[src/rtl/seq_alu.sv]
// Sequential ALU for the multicycle execute stage.
// Logic, arithmetic and compare ops finish in one cycle. Unsigned multiply
// (shift-add) and unsigned divide (restoring) take one step per cycle in CALC.
// All results are registered and held until the next op completes.
module seq_alu #(
    parameter int WIDTH = 32,
    parameter int CNT_W = 6
) (
    input  logic             clk,
    input  logic             rst_n,
    input  logic             start,
    input  logic [3:0]       op,
    input  logic [WIDTH-1:0] a,
    input  logic [WIDTH-1:0] b,
    output logic             busy,
    output logic             done,
    output logic [WIDTH-1:0] y,
    output logic [WIDTH-1:0] hi,
    output logic             zero,
    output logic             ovf
);
    localparam logic [3:0] OP_ADD  = 4'h0;
    localparam logic [3:0] OP_SUB  = 4'h1;
    localparam logic [3:0] OP_AND  = 4'h2;
    localparam logic [3:0] OP_OR   = 4'h3;
    localparam logic [3:0] OP_XOR  = 4'h4;
    localparam logic [3:0] OP_NOR  = 4'h5;
    localparam logic [3:0] OP_SLT  = 4'h6;
    localparam logic [3:0] OP_SLTU = 4'h7;
    localparam logic [3:0] OP_MULU = 4'h8;
    localparam logic [3:0] OP_DIVU = 4'h9;
    localparam logic [3:0] OP_SEQ  = 4'hA;
    localparam logic [3:0] OP_SNE  = 4'hB;

    typedef enum logic [1:0] {S_IDLE, S_CALC, S_DONE} state_t;

    state_t           state_q;
    logic [CNT_W-1:0] cnt_q;
    logic             busy_q, done_q, zero_q, ovf_q;
    logic [WIDTH-1:0] y_q, hi_q;

    // Iterative datapath: opnd = multiplicand/divisor, acc = partial high/remainder,
    // shr = multiplier bits still to consume / dividend bits turning into quotient.
    logic             div_q;
    logic [WIDTH-1:0] opnd_q, acc_q, shr_q;
    logic [WIDTH-1:0] acc_d, shr_d;
    logic [WIDTH:0]   mul_sum, div_shift, div_trial;

    logic [WIDTH-1:0] sum, dif, y_d, hi_d;
    logic             zero_d, ovf_d, multi_d, bneg_sign;

    assign sum = a + b;
    assign dif = a - b;
    // Sign of the two's-complement negation of b: 0 for b==0, 1 for the most
    // negative value (it negates to itself), otherwise the inverse of b's sign.
    assign bneg_sign = (b != '0) && (!b[WIDTH-1] || (b[WIDTH-2:0] == '0));
    // Divide by zero short-circuits to a single-cycle result.
    assign multi_d = (op == OP_MULU) || ((op == OP_DIVU) && (b != '0));

    // Single-cycle result, computed straight from the live operands.
    always_comb begin
        y_d    = '0;
        hi_d   = '0;
        zero_d = 1'b0;
        ovf_d  = 1'b0;
        case (op)
            OP_ADD: begin
                y_d   = sum;
                ovf_d = (a[WIDTH-1] == b[WIDTH-1]) && (sum[WIDTH-1] != a[WIDTH-1]);
            end
            OP_SUB: begin
                y_d   = dif;
                ovf_d = (a[WIDTH-1] == bneg_sign) && (dif[WIDTH-1] != a[WIDTH-1]);
            end
            OP_AND:  y_d = a & b;
            OP_OR:   y_d = a | b;
            OP_XOR:  y_d = a ^ b;
            OP_NOR:  y_d = ~(a | b);
            OP_SLT:  y_d = {{(WIDTH-1){1'b0}}, ($signed(a) < $signed(b))};
            OP_SLTU: y_d = {{(WIDTH-1){1'b0}}, (a < b)};
            OP_MULU: ;
            OP_DIVU: begin
                y_d  = '1;
                hi_d = a;
            end
            OP_SEQ:  zero_d = (a == b);
            OP_SNE:  zero_d = (a != b);
            default: zero_d = 1'b1;
        endcase
        if (op <= OP_DIVU) begin
            zero_d = (y_d == '0);
        end
    end

    // One shift-add or one restoring-divide step on the current datapath state.
    always_comb begin
        mul_sum   = {1'b0, acc_q} + (shr_q[0] ? {1'b0, opnd_q} : '0);
        div_shift = {acc_q, shr_q[WIDTH-1]};
        div_trial = div_shift - {1'b0, opnd_q};
        if (div_q) begin
            if (!div_trial[WIDTH]) begin
                acc_d = div_trial[WIDTH-1:0];
                shr_d = {shr_q[WIDTH-2:0], 1'b1};
            end else begin
                acc_d = div_shift[WIDTH-1:0];
                shr_d = {shr_q[WIDTH-2:0], 1'b0};
            end
        end else begin
            acc_d = mul_sum[WIDTH:1];
            shr_d = {mul_sum[0], shr_q[WIDTH-1:1]};
        end
    end

    // Datapath registers: load on an accepted multicycle start, step while in CALC.
    always_ff @(posedge clk) begin
        if (state_q == S_IDLE && start && multi_d) begin
            div_q  <= (op == OP_DIVU);
            opnd_q <= (op == OP_DIVU) ? b : a;
            shr_q  <= (op == OP_DIVU) ? a : b;
            acc_q  <= '0;
        end else if (state_q == S_CALC) begin
            acc_q <= acc_d;
            shr_q <= shr_d;
        end
    end

    // Control FSM with registered status and result outputs.
    always_ff @(posedge clk or negedge rst_n) begin
        if (!rst_n) begin
            state_q <= S_IDLE;
            cnt_q   <= '0;
            busy_q  <= 1'b0;
            done_q  <= 1'b0;
            y_q     <= '0;
            hi_q    <= '0;
            zero_q  <= 1'b0;
            ovf_q   <= 1'b0;
        end else begin
            done_q <= 1'b0;
            case (state_q)
                S_IDLE: begin
                    if (start) begin
                        if (multi_d) begin
                            state_q <= S_CALC;
                            cnt_q   <= '0;
                            busy_q  <= 1'b1;
                        end else begin
                            state_q <= S_DONE;
                            done_q  <= 1'b1;
                            y_q     <= y_d;
                            hi_q    <= hi_d;
                            zero_q  <= zero_d;
                            ovf_q   <= ovf_d;
                        end
                    end
                end
                S_CALC: begin
                    cnt_q <= cnt_q + CNT_W'(1);
                    if (cnt_q == CNT_W'(WIDTH - 1)) begin
                        state_q <= S_DONE;
                        busy_q  <= 1'b0;
                        done_q  <= 1'b1;
                        y_q     <= shr_d;
                        hi_q    <= acc_d;
                        zero_q  <= (shr_d == '0);
                        ovf_q   <= 1'b0;
                    end
                end
                S_DONE:  state_q <= S_IDLE;
                default: state_q <= S_IDLE;
            endcase
        end
    end

    assign busy = busy_q;
    assign done = done_q;
    assign y    = y_q;
    assign hi   = hi_q;
    assign zero = zero_q;
    assign ovf  = ovf_q;
endmodule
[config.mk]
export PLATFORM = sky130hd
export DESIGN_NAME = seq_alu
export DESIGN_NICKNAME = d
export VERILOG_FILES = /design/src/rtl/seq_alu.sv
export SDC_FILE = /design/constraint.sdc
export NUM_CORES = 1
export LEC_CHECK = 0
export ABC_AREA = 1
export BUFFER_PORTS_ARGS = -buffer_cell sky130_fd_sc_hd__buf_4
export CAP_MARGIN = 20
export CELL_PAD_IN_SITES_DETAIL_PLACEMENT = 2
export CELL_PAD_IN_SITES_GLOBAL_PLACEMENT = 2
export CORE_UTILIZATION = 30
export CTS_CLUSTER_DIAMETER = 40
export DETAILED_ROUTE_END_ITERATION = 8
export PLACE_DENSITY_LB_ADDON = 0.1
export SYNTH_ARGS = -nofsm -noshare
export SYNTH_HDL_FRONTEND = slang
export SYNTH_SLANG_ARGS = --single-unit
[constraint.sdc]
create_clock -name clk -period 2.74 [get_ports clk]
set_input_delay 0.137 -clock clk [delete_from_list [all_inputs] [get_ports clk]]
set_output_delay 0.137 -clock clk [all_outputs]
set_load 0.02 [all_outputs]
==> results.toml <==
[critical_path]
critPathLaunchType = "register"
cp-end-kind = "register"
r2r_setup_slack_ns = -0.64
required_ns = 3.15
cp.arrival_ns = 3.79
critPathMaxFanout = 6
rr_startpoint = "opnd_q[23]$_DFFE_PP_"
reg2reg_to = "hi[8]$_DFFE_PN0P_"
worst-r2r-cell-count = 18
crit_type = "reg -> reg"

[synth]
syn_area_mm2 = 0.0195
yosys_warnings = 0
synth-edff-count = 65
synth_seq_cells = 173
synthArstFlopShare = 0.439
synth_area_per_cell_um2 = 6.06
ys_types = 57
synth_ff_type = "dfrtp_1"
yosysSeqAreaShare = 0.230
syn-num-nets = 3457
netlist_instances = 3221

[power_and_ir_drop]
power_density_mw_per_mm2 = 814
p_int_uw = 12000
leakage_uw = 0.0157
p_clk_frac = 0.117
irDropWorstVdd_mv = 0.470
switching_power_uw = 13100
swShare = 0.523
p_comb_frac = 0.703
p_seq_frac = 0.180

[hold_path]
whs_endpoint = "opnd_q[23]$_DFFE_PP_"
hold_path_class = "in -> reg"
min_from = "b[23]"
whs_path_depth = 4

[clock_network]
clkTransAtPathRegs_ns = 0.09
cts_tree = "done"
htreeDepth = 4
worstSkewPairLatency_ns = 0.50
cts_buffers = 17
cts_root_buf = "clkbuf_16"
cts_buffer_depth = 2
clock-sinks = 173

[flow_run]
max_cap_viol_count = 0

[cells_and_area]
fin_area_mm2 = 0.0308
n_antenna_cell = 0
final_common_cell = "buf_4"
syn2layout_area_growth_pct = 57.8
final_cell_mix = "buf_4 (926), nand2_1 (826), inv_1 (441)"
drive_above_1_share = 0.364
utilization = 0.479
fin_nets = 4332

[route]
wl_met1_um = 59100
dr_wl_met3_um = 8480
ant_nets = 0
wirelength_um = 154000
top_layer_used = "met5"
vias = 28654
viasPerCell = 5.77
firstDrtPassIters = 5
dr_wl_met2_um = 74400
drt_iter0_markers = 2257
drc = 0
routedWlPerCell_um = 31.0

[floorplanning]
core_area_mm2 = 0.0643
fp.dieW_um = 257
io_pins = 139
row_count = 93
die_h_um = 257
start_util = 0.303
die_area_mm2 = 0.0661

[sta]
max_freq_ghz = 0.296
min_period_over_period = 1.23
setup_ws_ns = -0.639
skew_ns = 0.0275
slew_headroom = 0.374
whs_ns = 0.144
period_needed_ns = 3.38
finalSetupViolCount = 74
rsz0062_at_grt = "yes"
hold_viol_final = 0
maxSlewViolCount = 0
tightest_slew_ns = 0.930

[global_route]
grt_use_total = 0.382
grt_max_degree = 92
grt_pass1_wl_um = 189000
antenna_found_initial = 3
grt_overflow = 0
grt_pass1_vias = 29664

[place]
place_area_mm2 = 0.0272
place_hpwl_um = 101000
place_congestion = 1.00
io_buffers = 138

[outcome]
violations = "negative setup slack"
status = "finished with violations"
-- per-layer routing --
metal | vias up | track usage
met1 | 14448 | 0.459
met2 | 1420 | 0.679
met3 | 598 | 0.0308
met4 | 6 | 0.190
met5 | - | 0
li1 | 12182 | -
-- kinds of logic after synthesis --
family | Yosys count | share of synthesized area
and+or+nand+nor | 1627 | 0.344
AOI/OAI and AO/OA | 607 | 0.176
buffers and inverters | 604 | 0.121
DFF | 173 | 0.230
adders and majority gates | 165 | 0.107
xor gates and xnor gates | 31 | 0.0139
muxes | 14 | 0.00718
-- final cells by class --
type                       count  area, um^2
clock buffer                  17         425
inverter                     485        1840
multi-input combinational   2444       14900
clock inverter                15         225
timing repair buffer         975        7820
tap                          855        1070
sequential                   173        4500
fill                        7634       33500
-- power groups by stage --
| stage | Sequential, uW | Combinational (uW) | Clock [uW] |
|---|---|---|---|
| after global routing | 4490 | 18100 | 2990 |
| after floorplan | 4470 | 5560 | 0 |
| after CTS | 4270 | 13900 | 2810 |
| after detailed placement | 4270 | 12800 | 0 |
| final | 4520 | 17600 | 2940 |
| after global placement | 4230 | 12200 | 0 |
-- synthesized netlist by cell type (14+ instances only) --
| library cell | count | area, um^2 |
|---|---|---|
| ha_1 | 161 | 2010 |
| nor4_1 | 19 | 119 |
| nand4_1 | 43 | 269 |
| inv_1 | 477 | 1790 |
| nor3_1 | 46 | 230 |
| mux2i_1 | 14 | 140 |
| nand3_1 | 210 | 1050 |
| nand2_1 | 942 | 3540 |
| xnor2_1 | 15 | 131 |
| xor2_1 | 16 | 140 |
| buf_2 | 46 | 230 |
| dfrtp_1 | 76 | 1900 |
| nor2_1 | 328 | 1230 |
| clkbuf_1 | 53 | 199 |
| dfxtp_1 | 32 | 641 |
| o21ai_0 | 270 | 1350 |
| a31oi_1 | 35 | 219 |
| o21bai_1 | 23 | 173 |
| a21oi_1 | 167 | 836 |
| o21ai_1 | 20 | 100 |
| edfxtp_1 | 65 | 1950 |
-- worst max path at each step --
stage	slack, ns	end	cells after the start	start
global route	-0.68	hi[8]$_DFFE_PN0P_	17	opnd_q[9]$_DFFE_PP_
global placement	-0.74	zero$_DFFE_PN0P_	24	a[14]
finish	-0.64	hi[8]$_DFFE_PN0P_	18	opnd_q[23]$_DFFE_PP_
detailed placement	-0.88	zero$_DFFE_PN0P_	24	a[14]
CTS	-0.28	hi[9]$_DFFE_PN0P_	17	opnd_q[0]$_DFFE_PP_
floorplan	0.003	hi[19]$_DFFE_PN0P_	21	shr_q[0]$_DFFE_PP_
-- worst max-delay path: stages, from the launching register on --
cell	delay [ns]
edfxtp_1	0.47
inv_2	0.13
ha_4	0.24
a21oi_4	0.21
o21ai_1	0.14
a21oi_2	0.20
nor2_2	0.10
nor4_2	0.31
buf_4	0.20
nand2_4	0.06
nand2_4	0.08
nand2_8	0.10
buf_12	0.17
clkbuf_16	0.18
nand2_4	0.06
nand2_2	0.05
o21ai_1	0.21
nand2_1	0.17
a21oi_2	0.22
-- repair_timing --
| item | 4_1_cts | 5_1_grt |
|---|---|---|
| gates cloned | 3 | 3 |
| setup buffers | 18 | 39 |
| hold endpoints to repair | 30 | 0 |
| resized for setup | 171 | 442 |
| setup endpoints to repair | 69 | 94 |
| hold buffers | 1 | 0 |
| pin swaps | 53 | 129 |
-- registers in the layout, indices dropped and copies added, names as in the netlist --
signal   flops
done         1
shr_q       32
busy         1
ovf          1
div_q        1
hi          32
zero         1
y           32
state_q      2
cnt_q        6
opnd_q      32
acc_q       32
-- per-stage QoR --
step	worst slack, ns	total power, uW	instances	setup TNS [ns]
after floorplan	0.00264	10000	3221	0
after global placement	-0.739	16500	4869	-24.12
after detailed placement	-0.879	17100	4869	-38.23
after CTS	-0.283	21000	4923	-14.26
after global routing	-0.681	25600	4964	-34.70
final	-0.639	25100	4964	-30.55
Note: power is estimated with default switching activity, not from simulation.
